`src/rtl/shift_reg_ctrl.sv`:
```
// Flow-control sequencer for a TAPE-stage shift_reg delay line: per-stage valid shadow, back-pressure, drain, flush.
// Optional stall statistics output o_stall_cnt when SHIFT_REG_CTRL_STATS_EN is defined.
module shift_reg_ctrl #(
    parameter int TAPE  = 1,
    parameter int CNT_W = $clog2(TAPE + 1)
) (
    input  logic             i_clk,
    input  logic             i_srst,
    input  logic             i_in_valid,
    output logic             o_in_ready,
    output logic             o_out_valid,
    input  logic             i_out_ready,
    output logic             o_sr_en,
    input  logic             i_drain,
    input  logic             i_flush,
    output logic             o_drain_done,
    output logic             o_busy,
`ifdef SHIFT_REG_CTRL_STATS_EN
    output logic [15:0]      o_stall_cnt,
`endif
    output logic [CNT_W-1:0] o_occ
);

    typedef enum logic [1:0] {IDLE, RUN, DRAIN, FLUSH} state_t;

    state_t            state;
    state_t            state_nxt;
    logic [TAPE-1:0]   vld;
    logic [CNT_W-1:0]  occ;
    logic [CNT_W-1:0]  occ_nxt;
    logic              advance;
    logic              accept;
    logic              consume;
    logic              drain_done_q;
    logic              drain_done_nxt;

    // The output stage is masked during FLUSH so nothing can be consumed while the line is being discarded.
    assign o_out_valid = vld[TAPE-1] & (state != FLUSH);
    assign advance     = ~o_out_valid | i_out_ready;
    assign o_sr_en     = advance & (state != FLUSH);
    assign o_in_ready  = advance & ((state == IDLE) | (state == RUN)) & ~i_flush & ~i_drain;
    assign accept      = i_in_valid & o_in_ready;
    assign consume     = o_out_valid & i_out_ready;

    assign o_busy       = (state != IDLE);
    assign o_occ        = occ;
    assign o_drain_done = drain_done_q;

    always_comb begin
        occ_nxt = occ;
        case ({accept, consume})
            2'b10:   occ_nxt = occ + 1'b1;
            2'b01:   occ_nxt = occ - 1'b1;
            default: occ_nxt = occ;
        endcase
    end

    always_comb begin
        state_nxt      = state;
        drain_done_nxt = 1'b0;
        case (state)
            IDLE: begin
                if (i_flush) begin
                    state_nxt = FLUSH;
                end else if (i_drain) begin
                    drain_done_nxt = 1'b1;
                end else if (accept) begin
                    state_nxt = RUN;
                end
            end
            RUN: begin
                if (i_flush) begin
                    state_nxt = FLUSH;
                end else if (i_drain) begin
                    // A drain request that finds the line already emptying this cycle completes at once.
                    if (occ_nxt == '0) begin
                        state_nxt      = IDLE;
                        drain_done_nxt = 1'b1;
                    end else begin
                        state_nxt = DRAIN;
                    end
                end else if ((occ_nxt == '0) && !accept) begin
                    state_nxt = IDLE;
                end
            end
            DRAIN: begin
                if (i_flush) begin
                    state_nxt = FLUSH;
                end else if (occ_nxt == '0) begin
                    state_nxt      = IDLE;
                    drain_done_nxt = 1'b1;
                end
            end
            FLUSH: begin
                state_nxt = IDLE;
            end
            default: begin
                state_nxt = IDLE;
            end
        endcase
    end

    always_ff @(posedge i_clk) begin
        if (i_srst) begin
            state        <= IDLE;
            vld          <= '0;
            occ          <= '0;
            drain_done_q <= 1'b0;
        end else begin
            state        <= state_nxt;
            drain_done_q <= drain_done_nxt;
            if (state == FLUSH) begin
                vld <= '0;
                occ <= '0;
            end else begin
                occ <= occ_nxt;
                if (advance) begin
                    for (int i = TAPE - 1; i > 0; i--) begin
                        vld[i] <= vld[i-1];
                    end
                    vld[0] <= accept;
                end
            end
        end
    end

`ifdef SHIFT_REG_CTRL_STATS_EN
    logic [15:0] stall_cnt;

    // Saturating count of cycles where downstream holds off a valid word.
    always_ff @(posedge i_clk) begin
        if (i_srst || i_flush) begin
            stall_cnt <= '0;
        end else if (o_out_valid && !i_out_ready && (stall_cnt != 16'hFFFF)) begin
            stall_cnt <= stall_cnt + 16'd1;
        end
    end

    assign o_stall_cnt = stall_cnt;
`endif

endmodule
```
`config.mk`:
```
export PLATFORM = sky130hd
export DESIGN_NAME = shift_reg_ctrl
export DESIGN_NICKNAME = d
export VERILOG_FILES = /design/src/rtl/shift_reg_ctrl.sv
export SDC_FILE = /design/constraint.sdc
export NUM_CORES = 1
export LEC_CHECK = 0
export BUFFER_PORTS_ARGS = -buffer_cell sky130_fd_sc_hd__clkbuf_2
export CORE_AREA = 10 10 47 49
export CTS_CLUSTER_DIAMETER = 30
export DETAILED_ROUTE_END_ITERATION = 16
export DIE_AREA = 0 0 57 59
export GPL_ROUTABILITY_DRIVEN = 0
export PLACE_DENSITY = 0.53
export SLEW_MARGIN = 20
export SYNTH_ARGS = -nofsm -noshare
export SYNTH_HDL_FRONTEND = slang
export SYNTH_SLANG_ARGS = --single-unit
```
`constraint.sdc`:
```
create_clock -name i_clk -period 1.9 [get_ports i_clk]
set_input_delay 0.19 -clock i_clk [delete_from_list [all_inputs] [get_ports i_clk]]
set_output_delay 0.19 -clock i_clk [all_outputs]
set_load 0.005 [all_outputs]
```
# Word level (Yosys, flattened, before mapping)
# Cells that the tools add are included.
# word_totals
inputBits,6
regBits,5
wordCells,53
output_inout_bits,6
# op_classes
n_reduce_logical,6
eq_ne,10
add_sub_neg,2
bitwise,13
mux,18
# op_table
op,n
two-way mux 2 bit,9
"inequality test 3 bit, second input constant",3
one-hot mux 2 bit (4 select lines),1
bitwise AND 1 bit,7
"equality test 2 bit, second input constant",3
two-way mux 1 bit,6
"equality test 2 x 1 -> 1 bit, second input constant",2
"inequality test 4 x 3 -> 1 bit, second input constant",1
inverter 1 bit,4
AND reduction 4 bit,1
one-hot mux 1 bit (3 select lines),1
zero test 2 bit,1
"inequality test 2 bit, second input constant",1
OR 1 bit,2
one-hot mux 1 bit (2 select lines),1
nonzero test 2 bit,1
OR reduction 2 bit,1
"adder 1 bit, second input constant",1
logical AND 1 bit,1
zero test 1 bit,1
"subtractor 1 bit, second input constant",1

# Logic depth before layout (Yosys ltp)
# Gate-level depths: netlist (run 1).
# logic_depth
ltp_word,16
depth_mapped,5
ltp_nobuf,4

# Worst setup path after synthesis (run 1)
# OpenSTA, ideal clock, no wires.
# synth_path
kind,flip-flop to flip-flop
start,register state[1]
end,register occ (netlist: o_occ)
path_buffers,0
period_less_slack_ps,1202
required_ps,1779
arrival_time_ps,1081
setup_time_ps,121
stages_incl_launch_ff,5
slack_ps,698
cell_sequence,dfxtp_1 > and2_4 > nor2_4 > xnor2_2 > mux2_4
# synth_via
elab_chain_cells,10
word_cells_on_any_way,17
classes_between,5 x eq/ne; 1 x mux; 9 x bitwise; 2 x reduce/logical
# synth_rtl
item,line,rtl
from (decl),26,state_t state;
from (signal assigned),110,state <= state_nxt;
inequality test 2 bit,38,assign o_out_valid = vld[TAPE-1] & (state != FLUSH);
bitwise AND 1 bit,38,
inverter 1 bit,39,assign advance = ~o_out_valid | i_out_ready;
OR 1 bit,39,
bitwise AND 1 bit (3 in series),41,assign o_in_ready = advance & ((state == IDLE) | (state == RUN)) & ~i_flush & ~i_drain;
bitwise AND 1 bit,42,assign accept = i_in_valid & o_in_ready;
equality test 2 x 1 -> 1 bit / equality test 2 bit (equally long branches),51,"case ({accept, consume})"
one-hot mux 1 bit (2 select lines),51,
to (signal assigned),116,occ <= occ_nxt;
to (decl),29,logic [CNT_W-1:0] occ;
# Several ways; a longest one is shown, not always the timed one.
# A chain may end at the register's enable or synchronous reset.

# Final worst setup path (run 1)
# Same ends and word-level chain as after synthesis.

==> out/results.ini, run 1 <==
[run_status]
status=completed

[critical_path]
crit_path_start_kind=register
cpMaxStageDelayCell=dfxtp_1
slowest_delay_ns=0.43
crit_buf_inv=0
path_max_fanout=6
startpoint=state[1]
worstSetupPathType=reg2reg
worstReg2RegStart=state[1]
reg2reg_setup_slack_ns=0.55
endpoint=o_occ
crit_family=flip-flops
crit_arrival_ns=1.48
crit_chain=and2_4 > nor2_4 > xnor2_2 > mux2_4
reg2reg_to=o_occ
worstRegToRegCells=4
cp.depth=4
required_ns=2.03
end_kind=register

[cells_and_area]
multi_input_area_um2=204
regArea_um2=100
diodes=0
final_core_util_pct=29.2
syn2layout_area_growth_pct=28.2
drive_gt1_share_pct=40.0
fillCellCount=169
num-nets-final=57

[sta]
slew_viol_final=0
finalSetupTns_ns=0
fmax_mhz=742
min_period_ns=1.35
hold_viol=0
rsz0062_at_grt=false
maxSlewHeadroom_pct=81.2
min_period_over_period_pct=71.0
clock_skew_ns=0.00114
tightest_slew_ns=0.278
setup_viol=0

[placement]
numPortBuffers=11
dp_hpwl_um=636

[pwr]
p_sw_uw=80.9
combPwrFrac_pct=18.6
internal_power_uw=222
clkPwrFrac_pct=41.2
switching_share_pct=26.7
seqPwrFrac_pct=40.2
peakVddDrop_uv=312
pwr_density_cell_mw_per_mm2=740
p_leak_uw=0.000174

[flow_run]
drv_cap=0

[yosys]
synth-seq-cells=5
synth-edff-count=0
synth_commonest_cells=6 x nor2_1, 5 x dfxtp_1, 3 x nand2_1
synth_top_cell_by_area=dfxtp_1
yosysWarnings=0
synth.cell_area_um2=319
ys_seq_area_share_pct=31.4
ys_types=22
syn_nets=42
syn-instance-count=36
syn_area_per_cell_um2=8.86
synth_most_common_cell=nor2_1
synth_async_sr_flop_share_pct=0
ys.flop_type=dfxtp_1
yosys-top-cells-area=dfxtp_1 31%, nor2_1 7.1%, nor4b_1 5.5%
synth_top_area_share_pct=31.4

[drt]
ant_nets=0
vias=309
wl_met3_um=115
dr.pass1.iters=4
wl_um=776
wl_met1_um=322
post_drt_wl_per_cell_um=11.8
drcViolationCount=0
routed-wl-met2_um=338
viasPerCell=4.68
drt_first_iter_violations=4
routed.top_layer=met3

[clock_tree]
cts.path.max_buffers=2
cts_tree=built
clock-root-buffer=clkbuf_4
clk_pin_slew_ns=0.04
clock_latency_ns=0.24
cts_max_level=1
ctsHoldBuffers=0
cts.repair.resized=0
post_cts_buffers=0
cts.sinks=5
cts_made_buffers=3

[floorplanning]
core_area_mm2=0.00140
die_y_um=59
std_cell_rows=14
initial_core_util_pct=22.8
die_area_mm2=0.00336
chipWidth_um=57
io_pins=12

[global_route]
grt_antenna_before_repair=0
grt_pass1_vias=306
grt_pass1_wl_um=1320
grt.total_usage_pct=5.07
grt_max_degree=9
grt_overflow=0

[worst_hold_path]
hp-class=in2reg

[cell usage in the layout, fill, tap and decap left out, drive strengths merged]
master / instances
clkbuf: 15
nor2: 7
dfxtp: 5
nand2: 3
nor2b: 2
a21oi: 2
nor4b: 2
or2: 2
xnor2: 2
and2: 1
nor4: 1
nand2b: 1
nand4b: 1
o21ai: 1
a211oi: 1
inv: 1
a221oi: 1
mux2: 1
a22o: 1
[logic make-up (layout without fill, tap and decap cells)]
family / after synthesis / in the layout / synth area share, %
AOI/OAI and AO/OA: 6 / 6 / 12.5
muxes: 1 / 1 / 4.70
buffers and inverters: 2 / 16 / 4.70
and+or+nand+nor: 20 / 20 / 38.8
xor gates and xnor gates: 2 / 2 / 7.85
DFF: 5 / 5 / 31.4
[sequential cells by signal, indices dropped and copies added (netlist names)]
| register | cells |
|---|---|
| state | 2 |
| o_drain_done | 1 |
| o_occ | 1 |
| vld | 1 |
[power groups by stage]
stage	Clock (µW)	Combinational, µW	Sequential (µW)
floorplan	0	37.2	122
global placement	0	57.7	123
detailed placement	0	56.7	123
CTS	131	57.1	121
global route	144	62.9	123
finish	125	56.4	122
[worst min-delay path by stage]
stage               slack, ns  cells after the start  startpoint       end
floorplan                0.26                      1      i_srst  state[0]
global placement         0.42                      2      i_srst  state[0]
detailed placement       0.41                      2      i_srst  state[0]
CTS                      0.15                      2      i_srst  state[0]
global route             0.15                      2      i_srst  state[0]
finish                   0.15                      2      i_srst  state[0]
[worst reg2reg max path: stages (launching register included)]
cell	delay (ns)
dfxtp_1	0.43
and2_4	0.22
nor2_4	0.05
xnor2_2	0.21
mux2_4	0.32
[area by class of cell]
type / count / share of cell area [%]
timing repair buffer: 11 / 13.5
clock buffer: 4 / 6.42
sequential: 5 / 24.5
inverter: 1 / 0.917
tap: 16 / 4.89
multi-input combinational: 29 / 49.8
[per-stage QoR]
stage          hold slack [ns]  power [µW]  setup WS (ns)  area (µm²)  instances
5_1_grt                  0.147         329          0.487         409         66
3_3_place_gp             0.420         181          0.617         383         62
2_1_floorplan            0.263         159          0.698         319         36
6_report                 0.154         303          0.552         409         66
3_5_place_dp             0.410         180          0.572         383         62
4_1_cts                  0.148         309          0.566         409         66
[metal layers]
metal | up-vias | GRT usage (%)
met4 | 0 | 3.02
li1 | 154 | -
met2 | 17 | 6.36
met1 | 138 | 5.14
met5 | - | 0
met3 | 0 | 5.15
Note: power is estimated with default switching activity, not from simulation.
==> run 2: changes to the inputs <==
--- a/config.mk
+++ b/config.mk
@@ -5,13 +5,14 @@
 export SDC_FILE = /design/constraint.sdc
 export NUM_CORES = 1
 export LEC_CHECK = 0
+export ABC_AREA = 1
 export BUFFER_PORTS_ARGS = -buffer_cell sky130_fd_sc_hd__clkbuf_2
 export CORE_AREA = 10 10 47 49
 export CTS_CLUSTER_DIAMETER = 30
 export DETAILED_ROUTE_END_ITERATION = 16
 export DIE_AREA = 0 0 57 59
 export GPL_ROUTABILITY_DRIVEN = 0
-export PLACE_DENSITY = 0.53
+export PLACE_DENSITY = 0.59
 export SLEW_MARGIN = 20
 export SYNTH_ARGS = -nofsm -noshare
 export SYNTH_HDL_FRONTEND = slang
==> constraint.sdc (replaced) <==
create_clock -name i_clk -period 1.19 [get_ports i_clk]
set_input_delay 0.119 -clock i_clk [delete_from_list [all_inputs] [get_ports i_clk]]
set_output_delay 0.119 -clock i_clk [all_outputs]
set_load 0.005 [all_outputs]
==> out/results.ini, run 2 <==
[pwr]
peakVddDrop_uv=893  ; +190%
p_leak_uw=0.000313  ; +80%
pwr_density_cell_mw_per_mm2=973  ; +31%

[floorplanning]
core_area_mm2=0.00140  ; unchanged
die_area_mm2=0.00336  ; unchanged
io_pins=12  ; unchanged
std_cell_rows=14  ; unchanged
die_y_um=59  ; unchanged
chipWidth_um=57  ; unchanged
initial_core_util_pct=26.6  ; +3.8 points

[critical_path]
crit_path_start_kind=register
required_ns=1.07  ; -0.96 ns
reg2reg_setup_slack_ns=0.04  ; -0.51 ns
end_kind=primary output
slowest_delay_ns=0.37  ; -0.06 ns
cpMaxStageDelayCell=dfxtp_2
crit_chain=nand2_4 > buf_4 > inv_2 > nor2_1 > clkbuf_2
worstSetupPathType=reg2out
crit_arrival_ns=1.04  ; -0.44 ns
path_max_fanout=4  ; -2

[cells_and_area]
num-nets-final=85  ; +49%
final_core_util_pct=39.5  ; +10 points
regMostFlops=state
design_area_um2=553  ; +35%
final_common_cell=inv_1
largest_reg_flops=2  ; unchanged
mostFrequentLayoutCells=12 x inv_1, 11 x clkbuf_2, 8 x nor2_1, 6 x buf_4, 5 x nand2_1
syn2layout_area_growth_pct=48.3
diodes=0  ; unchanged
drive_gt1_share_pct=53.8  ; +14 points
fillCellCount=164  ; -3.0%

[yosys]
synth_commonest_cells=13 x inv_1, 11 x nor2_1, 6 x nand2_2
syn_nets=63  ; +50%
ys.flop_type=dfxtp_1
syn-instance-count=57  ; +58%
synth_top_area_share_pct=26.8  ; -4.5 points
ys_types=15  ; -32%
synth.cell_area_um2=373  ; +17%
ys_seq_area_share_pct=26.8  ; -4.5 points
yosysWarnings=0  ; unchanged
synth-seq-cells=5  ; unchanged
synth_top_cell_by_area=dfxtp_1
synth_async_sr_flop_share_pct=0  ; unchanged
yosys-top-cells-area=dfxtp_1 27%, inv_1 13%, nor2_1 11%
synth_most_common_cell=inv_1
synth-edff-count=0  ; unchanged
syn_area_per_cell_um2=6.54  ; -26%

[clock_tree]
cts_max_level=1  ; unchanged
cts.sinks=5  ; unchanged
clk_pin_slew_ns=0.05  ; about the same
clock-root-buffer=clkbuf_4
cts_made_buffers=3  ; unchanged
cts.path.max_buffers=2  ; unchanged
cts_tree=built
clock_latency_ns=0.24  ; about the same

[global_route]
grt_pass1_wl_um=1570  ; +19%
grt_max_degree=6  ; -3
grt.total_usage_pct=5.69  ; +0.62 points
grt_pass1_vias=422  ; +38%
grt_overflow=0  ; unchanged
grt_antenna_before_repair=0  ; unchanged

[placement]
place_area_um2=493  ; +29%
numPortBuffers=11  ; unchanged
dpl_worst_slack_ns=-0.00559  ; -0.578 ns
dp_hpwl_um=800  ; +26%

[sta]
maxSlewHeadroom_pct=88.0  ; +6.8 points
clock_skew_ns=0.00483  ; +0.00369 ns
setup_viol=0  ; unchanged
tightest_slew_ns=0.180  ; -0.0985 ns
hold_viol=0  ; unchanged
finalWorstSetupSlack_ns=0.0265  ; -0.525 ns
rsz0062_at_grt=true
min_period_ns=1.16
fmax_mhz=860
slew_viol_final=0  ; unchanged
min_period_over_period_pct=97.8

[drt]
dr.pass1.iters=4  ; unchanged
drcViolationCount=0  ; unchanged
vias=421  ; +36%
wl_um=970  ; +25%
ant_nets=0  ; unchanged
post_drt_wl_per_cell_um=10.3  ; -12%
viasPerCell=4.48  ; -4.3%
drt_first_iter_violations=12  ; +8

[run_status]
status=completed

[worst_hold_path]
hp-class=in2reg

[flow_run]
drv_cap=0  ; unchanged

==> run 2: changes by cell type after synthesis, moves of 2 or more <==
cell	before	now
nor2b_1	2	0
o21ai_1	0	2
a21oi_2	0	2
nand4_1	0	2
inv_1	1	13
a21oi_1	2	0
nand3_2	0	3
nand3_1	0	3
nand2_2	0	6
nand2_1	3	5
nor2_1	6	11
nor4b_1	2	0
==> run 2: power by group <==
group / switching (µW) / internal (µW)
clock: 67.5 / 127
combinational: 84.5 / 65.8
sequential: 11.2 / 182
total: 163 / 375
==> run 2: final cells by class <==
type,count,area (µm²),share of cell area [%]
multi-input combinational,38,250,45.2
sequential,5,104,18.8
timing repair buffer,17,100,18.1
inverter,14,52.6,9.50
clock buffer,4,26.3,4.75
tap,16,20.0,3.62
==> run 2: cell families (layout without fill, tap and decap cells) <==
kind of cell,after synthesis,in the layout,share of synthesized area [%]
AND/OR/NAND/NOR,31,31,44.6
flip-flops,5,5,26.8
buffers and inverters,14,35,14.1
AO/OA/AOI/OAI,7,7,14.4
==> run 2: path summary, 6_finish.rpt <==
check | startpoint | to | cells after the start
setup / recovery | state[1] | o_sr_en | 5
hold / removal | i_srst | state[1] | 2
setup reg to reg | state[1] | o_drain_done | 7
hold reg to reg | vld | vld | 4
==> run 2: repair_timing <==
| action | in CTS | in global routing |
|---|---|---|
| setup endpoints to repair | 3 | 6 |
| pin swaps | 0 | 3 |
| resized for setup | 3 | 8 |
| buffers inserted | 0 | 0 |
| hold buffers | 0 | 0 |
==> run 2: per-layer routing <==
metal / part of all wire, % / track usage, % / wire length (µm) / vias to the layer above
met5: 0 / 0 / 0 / -
met4: 0 / 1.01 / 0 / 0
met3: 4.9 / 3.22 / 48 / 0
met2: 54 / 10.4 / 524 / 13
met1: 41 / 5.54 / 397 / 187
li1: - / - / - / 221
==> run 2: through the flow <==
step | TNS, ns | instances | hold WS [ns] | total power (µW)
floorplan | 0 | 57 | 0.181 | 271
global placement | 0 | 90 | 0.317 | 333
detailed placement | -0.00559 | 90 | 0.323 | 333
CTS | 0 | 94 | 0.0568 | 538
global route | -0.120 | 94 | 0.0550 | 579
finish | 0 | 94 | 0.0634 | 538
==> run 2: worst max-delay path, delay by kind of cell, from the launching register on <==
kind,cells,cell delay (ns)
DFF,1,0.37
buffers and inverters,3,0.31
and+or+nand+nor,2,0.13
==> run 3: changes to the inputs <==
--- a/config.mk
+++ b/config.mk
@@ -6,13 +6,14 @@
 export NUM_CORES = 1
 export LEC_CHECK = 0
 export ABC_AREA = 1
+export ABC_CLOCK_PERIOD_IN_PS = 1190
 export BUFFER_PORTS_ARGS = -buffer_cell sky130_fd_sc_hd__clkbuf_2
 export CORE_AREA = 10 10 47 49
 export CTS_CLUSTER_DIAMETER = 30
 export DETAILED_ROUTE_END_ITERATION = 16
 export DIE_AREA = 0 0 57 59
 export GPL_ROUTABILITY_DRIVEN = 0
-export PLACE_DENSITY = 0.59
+export PLACE_DENSITY = 0.53
 export SLEW_MARGIN = 20
 export SYNTH_ARGS = -nofsm -noshare
 export SYNTH_HDL_FRONTEND = slang
==> out/results.ini, run 3 (synthesis gave the netlist of run 2 again) <==
[run_status]
status=completed

[placement]
dpl_worst_slack_ns=-0.0559  ; -0.0503 ns
dp_hpwl_um=762  ; -4.7%
place_area_um2=500  ; +1.5%
numPortBuffers=11  ; unchanged

[worst_hold_path]
whs_path_depth=2  ; unchanged
hp-class=in2reg
worstHoldStart=i_srst
hold_end=state[1]

[pwr]
combPwrFrac_pct=29.9  ; +2.0 points
p_total_uw=543  ; +1.0%
internal_power_uw=381  ; +1.8%
clkPwrFrac_pct=34.3  ; -1.8 points
switching_share_pct=29.8  ; -0.52 points
p_sw_uw=162  ; -0.71%
seqPwrFrac_pct=35.7  ; -0.3 points
p_leak_uw=0.000322  ; +2.8%
peakVddDrop_uv=561  ; -37%
pwr_density_cell_mw_per_mm2=928  ; -4.6%

[floorplanning]
io_pins=12  ; unchanged
core_area_mm2=0.00140  ; unchanged
die_area_mm2=0.00336  ; unchanged
chipWidth_um=57  ; unchanged
std_cell_rows=14  ; unchanged
die_y_um=59  ; unchanged
initial_core_util_pct=26.6  ; unchanged

[sta]
finalSetupTns_ns=0  ; unchanged
min_period_ns=1.18  ; +0.0130 ns
tightest_slew_ns=0.182  ; +0.00186 ns
hold_viol=0  ; unchanged
fmax_mhz=850  ; -1.1%
rsz0062_at_grt=true
setup_viol=0  ; unchanged
finalWorstSetupSlack_ns=0.0136  ; -0.0130 ns
clock_skew_ns=0.0000907  ; -0.00474 ns
maxSlewHeadroom_pct=87.8  ; -0.13 points
slew_viol_final=0  ; unchanged
min_period_over_period_pct=98.9  ; +1.1 points

[clock_tree]
clock_latency_ns=0.23  ; about the same
cts_max_level=1  ; unchanged
clk_pin_slew_ns=0.04  ; about the same
cts_made_buffers=3  ; unchanged
cts.path.max_buffers=2  ; unchanged
cts_tree=built
clock-root-buffer=clkbuf_4
cts.sinks=5  ; unchanged
ctsHoldBuffers=0  ; unchanged

[cells_and_area]
num-nets-final=86  ; +1.2%
largest_reg_flops=2  ; unchanged
final_common_cell=inv_1
regArea_um2=106  ; +2.4%
fillCellCount=156  ; -4.9%
syn2layout_area_growth_pct=57.0
design_area_um2=586  ; +5.9%
mostFrequentLayoutCells=12 x inv_1, 10 x clkbuf_2, 8 x nor2_1, 7 x buf_4, 5 x nand2_1
regMostFlops=state
final_core_util_pct=41.8  ; +2.3 points
diodes=0  ; unchanged
multi_input_area_um2=270  ; +8.0%
drive_gt1_share_pct=54.4  ; +0.58 points

[critical_path]
path_max_fanout=4  ; unchanged
worstReg2RegStart=state[1]
reg2reg_to=o_drain_done
crit_path_start_kind=register
slowest_delay_ns=0.36  ; about the same
end_kind=register
reg2reg_setup_slack_ns=0.01  ; -0.03 ns
crit_chain=nand2_4 > nand4_1 > nand2_2 > nand2_4 > nand2_4 > o211ai_2 > a21oi_2
worstRegToRegCells=7  ; unchanged
path_common_cell=nand2_4
cpMaxStageDelayCell=dfxtp_4
required_ns=1.36  ; +0.29 ns
crit_arrival_ns=1.35  ; +0.31 ns
worstSetupPathType=reg2reg

[global_route]
grt_antenna_before_repair=0  ; unchanged
grt.total_usage_pct=5.83  ; +0.14 points
grt_pass1_wl_um=1590  ; +1.3%
grt_overflow=0  ; unchanged
grt_pass1_vias=418  ; -0.95%
grt_max_degree=6  ; unchanged

[drt]
drt_first_iter_violations=4  ; -8
vias=407  ; -3.3%
viasPerCell=4.28  ; -4.3%
dr.pass1.iters=4  ; unchanged
post_drt_wl_per_cell_um=9.67  ; -6.3%
wl_um=919  ; -5.3%
ant_nets=0  ; unchanged
drcViolationCount=0  ; unchanged

[flow_run]
drv_cap=0  ; unchanged

## run 3: cell count changes in the layout (fill, tap and decap cells not counted), sizes merged
cell / before / now
buf: 6 / 8
clkbuf: 15 / 14
## run 3: worst max-delay path by stage
stage / startpoint / endpoint / slack (ns)
after floorplan: state[0] / state[1] / 0.06
after global placement: state[1] / o_drain_done / -0.04
after detailed placement: state[1] / state[1] / -0.06
after CTS: state[1] / o_drain_done / 0.01
after global routing: state[1] / o_drain_done / -0.08
final: state[1] / o_drain_done / 0.01
## run 3: power groups by stage
stage                     Clock (µW)  Sequential [µW]  Combinational [µW]
final                            187              194                 163
after global routing             206              195                 183
after CTS                        199              189                 146
after detailed placement           0              191                 144
after global placement             0              191                 144
after floorplan                    0              196                75.3
## run 3: timing repair
action                                  CTS  global route
cloned                                    0             0
gates resized for setup                   3            15
endpoints found under the setup margin    5             6
hold endpoints to repair                  0             0
pin swaps                                 0             8
buffers inserted                          0             0
## run 3: stage by stage
step | hold WS [ns] | instances
6_report | 0.0692 | 95
5_1_grt | 0.0568 | 95
4_1_cts | 0.0593 | 95
3_5_place_dp | 0.321 | 91
3_3_place_gp | 0.319 | 91
2_1_floorplan | 0.181 | 57
## run 3: critical path, delay by kind of cell, from the launching register on
kind	cells	cell delay, ns
AOI/OAI and AO/OA	2	0.21
DFF	1	0.36
and+or+nand+nor	5	0.54
## run 3: area by class of cell
cell class / instances / area share [%]
multi-input combinational: 38 / 46.2
timing repair buffer: 18 / 18.4
sequential: 5 / 18.2
inverter: 14 / 9.40
clock buffer: 4 / 4.49
tap: 16 / 3.42
## run 3: routing by layer
metal  up-vias  global-route usage (%)  share of wire (%)
met3         2                    1.93                6.6
li1        222                       -                  -
met4         0                    5.03               0.98
met1       177                    5.68                 40
met2         6                    9.77                 53
met5         -                       0                  0
